### src/rtl/perf_cnt_defs_pkg.sv
// Shared definitions for the perf counter bank: saturate-mode encodings and select-width helper.
// Latency: n/a (constants only). Backpressure: n/a.
package perf_cnt_defs;

    localparam int unsigned SAT_WRAP = 0;
    localparam int unsigned SAT_HOLD = 1;

    // Select width is clog2 with a floor of one bit so a single channel still has a select port.
    function automatic int unsigned sel_width(input int unsigned n);
        if (n <= 2) begin
            return 1;
        end
        return $clog2(n);
    endfunction

endpackage

### src/rtl/count_channel.sv
// Single event counter with clear/load/increment priority, wrap or saturate, sticky overflow (PERF_CNT_OVF_IRQ_EN).
// Latency: count visible one cycle after the event. Backpressure: none, every enabled cycle is counted.
module count_channel
    import perf_cnt_defs::*;
#(
    parameter int          DATA_WIDTH = 32,
    parameter int unsigned SATURATE   = SAT_WRAP
) (
    input  logic                  clk,
    input  logic                  rst,
    input  logic                  clear_i,
    input  logic                  load_i,
    input  logic [DATA_WIDTH-1:0] load_data_i,
    input  logic                  inc_i,
    input  logic                  ovf_clr_i,
    output logic [DATA_WIDTH-1:0] cnt_o,
    output logic                  ovf_o
);

    logic [DATA_WIDTH-1:0] cnt_q, cnt_d;
    logic                  at_max;
    logic                  ovf_set;

    assign at_max = &cnt_q;

    always_comb begin
        cnt_d   = cnt_q;
        ovf_set = 1'b0;
        if (clear_i) begin
            cnt_d = '0;
        end else if (load_i) begin
            cnt_d = load_data_i;
        end else if (inc_i) begin
            if (at_max) begin
                ovf_set = 1'b1;
                cnt_d   = (SATURATE == SAT_HOLD) ? cnt_q : '0;
            end else begin
                cnt_d = cnt_q + DATA_WIDTH'(1);
            end
        end
    end

    always_ff @(posedge clk or posedge rst) begin
        if (rst) begin
            cnt_q <= '0;
        end else begin
            cnt_q <= cnt_d;
        end
    end

    assign cnt_o = cnt_q;

`ifdef PERF_CNT_OVF_IRQ_EN
    logic ovf_q, ovf_d;

    // A new overflow on the same edge as a clear request must survive.
    assign ovf_d = ovf_set | (ovf_q & ~ovf_clr_i);

    always_ff @(posedge clk or posedge rst) begin
        if (rst) begin
            ovf_q <= 1'b0;
        end else begin
            ovf_q <= ovf_d;
        end
    end

    assign ovf_o = ovf_q;
`else
    logic unused_ovf;
    assign unused_ovf = ovf_set ^ ovf_clr_i;
    assign ovf_o      = 1'b0;
`endif

endmodule

### src/rtl/perf_counter_bank.sv
// Bank of NUM_CH event counters with snapshot shadows, registered read mux and sticky overflow/irq (PERF_CNT_OVF_IRQ_EN).
// Latency: rd_data one cycle after rd_sel; shadows capture pre-update counts. Backpressure: none.
module perf_counter_bank
    import perf_cnt_defs::*;
#(
    parameter int          DATA_WIDTH = 32,
    parameter int          NUM_CH     = 4,
    parameter int unsigned SATURATE   = SAT_WRAP
) (
    input  logic                                clk,
    input  logic                                rst,
    input  logic [NUM_CH-1:0]                   enable,
    input  logic                                clear,
    input  logic                                load_en,
    input  logic [sel_width(NUM_CH)-1:0]        load_sel,
    input  logic [DATA_WIDTH-1:0]               load_data,
    input  logic                                snap,
    input  logic [sel_width(NUM_CH)-1:0]        rd_sel,
    output logic [DATA_WIDTH-1:0]               rd_data,
    input  logic [NUM_CH-1:0]                   ovf_clr,
    output logic [NUM_CH-1:0]                   ovf,
    output logic                                irq
);

    localparam int unsigned SW = sel_width(NUM_CH);

    logic [DATA_WIDTH-1:0] cnt      [NUM_CH];
    logic [DATA_WIDTH-1:0] shadow_q [NUM_CH];
    logic [NUM_CH-1:0]     ch_load;
    logic [NUM_CH-1:0]     ovf_w;
    logic [DATA_WIDTH-1:0] rd_data_q, rd_data_d;

    for (genvar g = 0; g < NUM_CH; g++) begin : g_ch
        // Out-of-range selects match no channel, so such loads are dropped.
        assign ch_load[g] = load_en && (load_sel == SW'(g));

        count_channel #(
            .DATA_WIDTH (DATA_WIDTH),
            .SATURATE   (SATURATE)
        ) u_ch (
            .clk         (clk),
            .rst         (rst),
            .clear_i     (clear),
            .load_i      (ch_load[g]),
            .load_data_i (load_data),
            .inc_i       (enable[g]),
            .ovf_clr_i   (ovf_clr[g]),
            .cnt_o       (cnt[g]),
            .ovf_o       (ovf_w[g])
        );

        always_ff @(posedge clk or posedge rst) begin
            if (rst) begin
                shadow_q[g] <= '0;
            end else if (snap) begin
                shadow_q[g] <= cnt[g];
            end
        end
    end

    always_comb begin
        rd_data_d = '0;
        for (int i = 0; i < NUM_CH; i++) begin
            if (rd_sel == SW'(i)) begin
                rd_data_d = shadow_q[i];
            end
        end
    end

    always_ff @(posedge clk or posedge rst) begin
        if (rst) begin
            rd_data_q <= '0;
        end else begin
            rd_data_q <= rd_data_d;
        end
    end

    assign rd_data = rd_data_q;
    assign ovf     = ovf_w;
    assign irq     = |ovf_w;

endmodule

### config.mk
export PLATFORM = sky130hd
export DESIGN_NAME = perf_counter_bank
export DESIGN_NICKNAME = d
export VERILOG_FILES = /design/src/rtl/perf_cnt_defs_pkg.sv /design/src/rtl/count_channel.sv /design/src/rtl/perf_counter_bank.sv
export SDC_FILE = /design/constraint.sdc
export NUM_CORES = 1
export LEC_CHECK = 0
export ABC_CLOCK_PERIOD_IN_PS = 8750
export BUFFER_PORTS_ARGS = -buffer_cell sky130_fd_sc_hd__buf_2
export CAP_MARGIN = 20
export CORE_MARGIN = 2
export CORE_UTILIZATION = 36
export DETAILED_ROUTE_END_ITERATION = 8
export HOLD_SLACK_MARGIN = 0.03
export PLACE_DENSITY = 0.57
export SYNTH_ARGS = -nofsm -noshare
export SYNTH_HDL_FRONTEND = slang
export SYNTH_SLANG_ARGS = --single-unit
### constraint.sdc
create_clock -name clk -period 8.75 [get_ports clk]
set_input_delay 0.4375 -clock clk [delete_from_list [all_inputs] [get_ports clk]]
set_output_delay 0.4375 -clock clk [all_outputs]
set_load 0.03 [all_outputs]
==> impl_results.html <==
<table>
<tr><th>Metric</th><th>Value</th></tr>
<tr><th colspan="2">Clock tree</th></tr>
<tr><td>Maximum count of clock buffers along a single path</td><td>3</td></tr>
<tr><td>Cell at the root of the clock tree</td><td>sky130_fd_sc_hd__clkbuf_16</td></tr>
<tr><td>CTS H-tree lvls</td><td>2</td></tr>
<tr><td>Setup Buffers After CTS</td><td>0</td></tr>
<tr><td>Insertion delay of the later-clocked pin in the worst-skew pair</td><td>0.53 ns</td></tr>
<tr><td>CTS clock-pin slew for the worst setup and hold paths</td><td>about 0.060 ns</td></tr>
<tr><td>Clock tree from TritonCTS</td><td>built</td></tr>
<tr><td>Count of instances resized after the clock tree is built</td><td>0</td></tr>
<tr><td>Number of buffers inserted by hold repair at cts</td><td>0</td></tr>
<tr><td>Clock sink count</td><td>288</td></tr>
<tr><td>Number of buffers inserted during clock tree synthesis</td><td>34</td></tr>
<tr><th colspan="2">GRT</th></tr>
<tr><td>Vias in the first global route</td><td>~12000</td></tr>
<tr><td>Initial antenna violation count</td><td>2</td></tr>
<tr><td>Busiest layer in global routing</td><td>met2</td></tr>
<tr><td>Largest net degree at the start of global routing</td><td>113</td></tr>
<tr><td>GR Util met3</td><td>3.64%</td></tr>
<tr><td>Total global-route track usage</td><td>22.5%</td></tr>
<tr><td>GRT overflow</td><td>0</td></tr>
<tr><td>GR Util met2</td><td>34.5%</td></tr>
<tr><td>Global-route wire length before repair</td><td>75500 um</td></tr>
<tr><td>Fraction of met1 tracks used by global routing</td><td>32.2%</td></tr>
<tr><th colspan="2">Synth</th></tr>
<tr><td>Async S/R FF share, synth</td><td>100%</td></tr>
<tr><td>Top FF cell, synth</td><td>sky130_fd_sc_hd__dfrtp_1</td></tr>
<tr><td>Synth Instances</td><td>1433</td></tr>
<tr><td>Share of synthesized area occupied by flip-flops and latches</td><td>47.9%</td></tr>
<tr><td>Flip-flop and latch count after synthesis</td><td>288</td></tr>
<tr><td>Biggest area contributors in the synthesized netlist</td><td>sky130_fd_sc_hd__dfrtp_1, sky130_fd_sc_hd__mux2_2, sky130_fd_sc_hd__mux4_2, sky130_fd_sc_hd__nand4_1, sky130_fd_sc_hd__nand2_1</td></tr>
<tr><td>Number of flops mapped to enable cells by yosys</td><td>0</td></tr>
<tr><td>Average cell area after synthesis</td><td>10.5 um^2</td></tr>
<tr><td>YS warnings</td><td>0</td></tr>
<tr><td>Fraction of synthesized cell area taken by the top area cell type</td><td>47.9%</td></tr>
<tr><td>Netlist area before placement</td><td>0.0150 mm^2</td></tr>
<tr><td>Library cells used by synthesis</td><td>78</td></tr>
<tr><td>Top cell type by total area after synthesis</td><td>sky130_fd_sc_hd__dfrtp_1</td></tr>
<tr><th colspan="2">Detailed routing</th></tr>
<tr><td>Detailed Routing Iterations Pass 1</td><td>5</td></tr>
<tr><td>WL per Instance</td><td>about 24 um</td></tr>
<tr><td>Detailed-route wire length</td><td>49100 um</td></tr>
<tr><td>Via count</td><td>approximately 13000</td></tr>
<tr><td>DR DRC count</td><td>0</td></tr>
<tr><td>DRC marker count from the first detailed-route iteration</td><td>approximately 1100</td></tr>
<tr><td>Vias per Instance</td><td>between 6 and 7</td></tr>
<tr><td>Number of routed nets with antenna violations</td><td>0</td></tr>
<tr><th colspan="2">Timing</th></tr>
<tr><td>Clock period minus worst slack</td><td>2.99 ns</td></tr>
<tr><td>Final Hold Slack</td><td>0.0776 ns</td></tr>
<tr><td>Number of max-slew violations in the final report</td><td>0</td></tr>
<tr><td>Count of endpoints failing setup in the final report</td><td>0</td></tr>
<tr><td>Share of the cycle needed by the critical path after routing</td><td>between 30 and 40%</td></tr>
<tr><td>Sum Neg Setup Slack</td><td>0 ns</td></tr>
<tr><td>Max_slew headroom</td><td>26.1%</td></tr>
<tr><td>Final-report hold violation count</td><td>0</td></tr>
<tr><td>Achievable clock frequency</td><td>0.334 GHz</td></tr>
<tr><td>Setup repair after global routing missed its margin</td><td>false</td></tr>
<tr><td>Actual slew at the worst max-slew pin</td><td>between 1 and 1.5 ns</td></tr>
<tr><td>Setup Skew</td><td>~0.014 ns</td></tr>
<tr><th colspan="2">Critical path</th></tr>
<tr><td>Crit-path max FO</td><td>15</td></tr>
<tr><td>Critical Setup Path Class</td><td>flop to flop</td></tr>
<tr><td>CP dominant cell by count</td><td>sky130_fd_sc_hd__nand4_1</td></tr>
<tr><td>Worst-path cell chain</td><td>ha_1 &gt; nand4_1 &gt; nor3_1 &gt; nand4_1 &gt; a31o_2 &gt; a22o_1</td></tr>
<tr><td>Kind of end point of the critical path</td><td>flop</td></tr>
<tr><td>Kind of start point of the critical path</td><td>flop</td></tr>
<tr><td>Arrival time of the worst setup path</td><td>3.40 ns</td></tr>
<tr><td>CP Data Required Time</td><td>9.16 ns</td></tr>
<tr><td>Maximum cell stage delay along the critical path</td><td>0.73 ns</td></tr>
<tr><td>Slowest cell on the critical path</td><td>sky130_fd_sc_hd__nand4_1</td></tr>
<tr><th colspan="2">Floorplan</th></tr>
<tr><td>DIE AREA</td><td>0.0434 mm^2</td></tr>
<tr><td>Effective utilization at floorplan</td><td>36.7%</td></tr>
<tr><td>Num ports</td><td>86</td></tr>
<tr><td>Std-Cell Core Area</td><td>0.0410 mm^2</td></tr>
<tr><td>Std-Cell Rows</td><td>74</td></tr>
<tr><td>Die X-Extent</td><td>approximately 210 um</td></tr>
<tr><td>Die Span Y</td><td>208 um</td></tr>
<tr><th colspan="2">Power and ir drop</th></tr>
<tr><td>Switching share of power</td><td>25.3%</td></tr>
<tr><td>Design internal power</td><td>~2.6 mW</td></tr>
<tr><td>Power share of the combinational group</td><td>9.6%</td></tr>
<tr><td>Power per Cell Area</td><td>203 mW/mm^2</td></tr>
<tr><td>Reported net switching power</td><td>885 uW</td></tr>
<tr><td>Reported leakage power</td><td>7.34 nW</td></tr>
<tr><td>Clk network pwr share</td><td>between 40% and 50%</td></tr>
<tr><td>Worst VDD drop</td><td>0.000115 V</td></tr>
<tr><td>Portion of total power attributed to sequential cells</td><td>43.3%</td></tr>
<tr><th colspan="2">Layout</th></tr>
<tr><td>Final non-filler cell area</td><td>0.0172 mm^2</td></tr>
<tr><td>Fin nets</td><td>roughly 1500</td></tr>
<tr><td>Area added between synthesis and finish</td><td>14.4%</td></tr>
<tr><td>N_diodes</td><td>0</td></tr>
<tr><td>Share of final-layout standard cells stronger than drive strength 1</td><td>22.8%</td></tr>
<tr><td>Final cell utilization of the core</td><td>42.0%</td></tr>
<tr><td>Total of fill cells in the finished design</td><td>3904</td></tr>
<tr><th colspan="2">Worst hold path</th></tr>
<tr><td>Hold/Removal Path Class</td><td>input pin to async pin</td></tr>
<tr><th colspan="2">Run</th></tr>
<tr><td>MaxCap Viol Count</td><td>0</td></tr>
<tr><th colspan="2">Placement</th></tr>
<tr><td>Placer's final routability congestion estimate</td><td>0.921</td></tr>
<tr><td>Half-perimeter wire length after detailed placement</td><td>34800 um</td></tr>
<tr><td>PortBufs</td><td>76</td></tr>
<tr><td>Placement Cell Area</td><td>~0.016 mm^2</td></tr>
<tr><th colspan="2">Status</th></tr>
<tr><td>Outcome</td><td>finished, final reports clean</td></tr>
</table>
[layout by cell type (no fill, tap or decap), types with 12 or more instances in the layout]
master / count
sky130_fd_sc_hd__xor2_1: 33
sky130_fd_sc_hd__a31oi_1: 27
sky130_fd_sc_hd__o21ai_0: 60
sky130_fd_sc_hd__dfrtp_1: 288
sky130_fd_sc_hd__a22oi_1: 14
sky130_fd_sc_hd__and4_1: 18
sky130_fd_sc_hd__and3_1: 31
sky130_fd_sc_hd__o22ai_1: 14
sky130_fd_sc_hd__mux2_2: 129
sky130_fd_sc_hd__or3_1: 15
sky130_fd_sc_hd__buf_2: 75
sky130_fd_sc_hd__a21oi_1: 70
sky130_fd_sc_hd__nand2_1: 107
sky130_fd_sc_hd__nor2_1: 79
sky130_fd_sc_hd__nand4_1: 78
sky130_fd_sc_hd__mux4_2: 32
sky130_fd_sc_hd__nor3_1: 35
sky130_fd_sc_hd__clkbuf_16: 37
sky130_fd_sc_hd__nand3_1: 72
sky130_fd_sc_hd__buf_4: 24
sky130_fd_sc_hd__inv_1: 25
sky130_fd_sc_hd__a211oi_1: 29
sky130_fd_sc_hd__o211ai_1: 12
sky130_fd_sc_hd__nor4_1: 22
[flip-flops by register name, indices dropped and copies added, names as in the netlist]
register	flops
g_ch.u_ch.cnt_o	128
rd_data	32
shadow_q	128
[metal layers]
layer | wire length [um] | share of wire, %
met5 | 16 | 0.033
met4 | 1540 | 3.1
met3 | 3470 | 7.1
met2 | 22200 | 45
met1 | 21800 | 44
[power groups by stage]
stage / Clock, mW / Sequential, mW / Combinational (mW)
after detailed placement: 0 / 1.53 / 0.335
after floorplan: 0 / 1.52 / 0.213
after CTS: 1.67 / 1.51 / 0.336
after global placement: 0 / 1.53 / 0.330
after global routing: 1.72 / 1.52 / 0.364
final: 1.65 / 1.51 / 0.335
[synthesized netlist by cell type (7+ instances only)]
cell	n
sky130_fd_sc_hd__dfrtp_1	288
sky130_fd_sc_hd__mux2_2	129
sky130_fd_sc_hd__nand2_1	107
sky130_fd_sc_hd__nor2_1	79
sky130_fd_sc_hd__nand4_1	78
sky130_fd_sc_hd__clkbuf_1	73
sky130_fd_sc_hd__nand3_1	72
sky130_fd_sc_hd__a21oi_1	70
sky130_fd_sc_hd__o21ai_0	60
sky130_fd_sc_hd__nor3_1	35
sky130_fd_sc_hd__xor2_1	33
sky130_fd_sc_hd__mux4_2	32
sky130_fd_sc_hd__and3_1	31
sky130_fd_sc_hd__a211oi_1	29
sky130_fd_sc_hd__a31oi_1	27
sky130_fd_sc_hd__inv_1	26
sky130_fd_sc_hd__nor4_1	22
sky130_fd_sc_hd__and4_1	18
sky130_fd_sc_hd__or3_1	15
sky130_fd_sc_hd__a22oi_1	14
sky130_fd_sc_hd__buf_1	14
sky130_fd_sc_hd__o22ai_1	14
sky130_fd_sc_hd__o211ai_1	12
sky130_fd_sc_hd__and2_1	10
sky130_fd_sc_hd__o311ai_0	9
sky130_fd_sc_hd__xnor2_1	9
sky130_fd_sc_hd__a31o_2	7
sky130_fd_sc_hd__o31ai_1	7
[path summary, 6_finish.rpt]
path	slack, ns	startpoint	to	cells after the start
setup / recovery	5.76	g_ch[2].u_ch.cnt_o[0]$_DFFE_PP0P_	g_ch[2].u_ch.cnt_o[29]$_DFFE_PP0P_	6
hold / removal	0.08	rst	g_ch[0].u_ch.cnt_o[1]$_DFFE_PP0P_	2
setup reg to reg	5.76	g_ch[2].u_ch.cnt_o[0]$_DFFE_PP0P_	g_ch[2].u_ch.cnt_o[29]$_DFFE_PP0P_	6
hold reg to reg	0.50	shadow_q[27]$_DFFE_PP0P_	shadow_q[27]$_DFFE_PP0P_	1
max in group asynchronous	6.72	rst	g_ch[3].u_ch.cnt_o[18]$_DFFE_PP0P_	4
min in group clk	0.26	load_data[8]	g_ch[0].u_ch.cnt_o[8]$_DFFE_PP0P_	3
[through the flow]
step	setup slack (ns)	total power, mW	std cells
6_report	5.76	3.49	2034
5_1_grt	5.58	3.61	2034
4_1_cts	5.82	3.52	2034
3_5_place_dp	5.76	1.87	1972
3_3_place_gp	5.76	1.86	1972
2_1_floorplan	0.363	1.73	1437
[final cells by class]
class / count / area, um^2 / share of cell area, %
Tap cell: 532 / 666 / 3.87
Multi-Input combinational cell: 1025 / 7360 / 42.8
Clock inverter: 13 / 268 / 1.56
Inverter: 28 / 113 / 0.654
Sequential cell: 288 / 7210 / 41.9
Timing Repair Buffer: 99 / 556 / 3.23
Clock buffer: 49 / 1040 / 6.05
[cells by family (layout without fill, tap and decap cells)]
kind of cell	after synthesis	count (layout)	synth area share (%)
muxes	163	163	14.6
AOI/OAI and AO/OA	302	302	13.2
other	1	5	0.0249
and+or+nand+nor	509	509	18.2
adders and majority gates	4	4	0.333
DFF	288	288	47.9
xor gates and xnor gates	42	42	2.44
buffers and inverters	124	189	3.29
[worst max-delay path, delay by kind of cell, from the launching register on]
| family | cells | cell delay, ns |
|---|---|---|
| flip-flops | 1 | 0.45 |
| AO/OA/AOI/OAI | 2 | 0.68 |
| AND/OR/NAND/NOR | 3 | 1.47 |
| adder cells (fa/ha/maj) | 1 | 0.28 |
No activity file was read; power rests on OpenSTA's default activity.
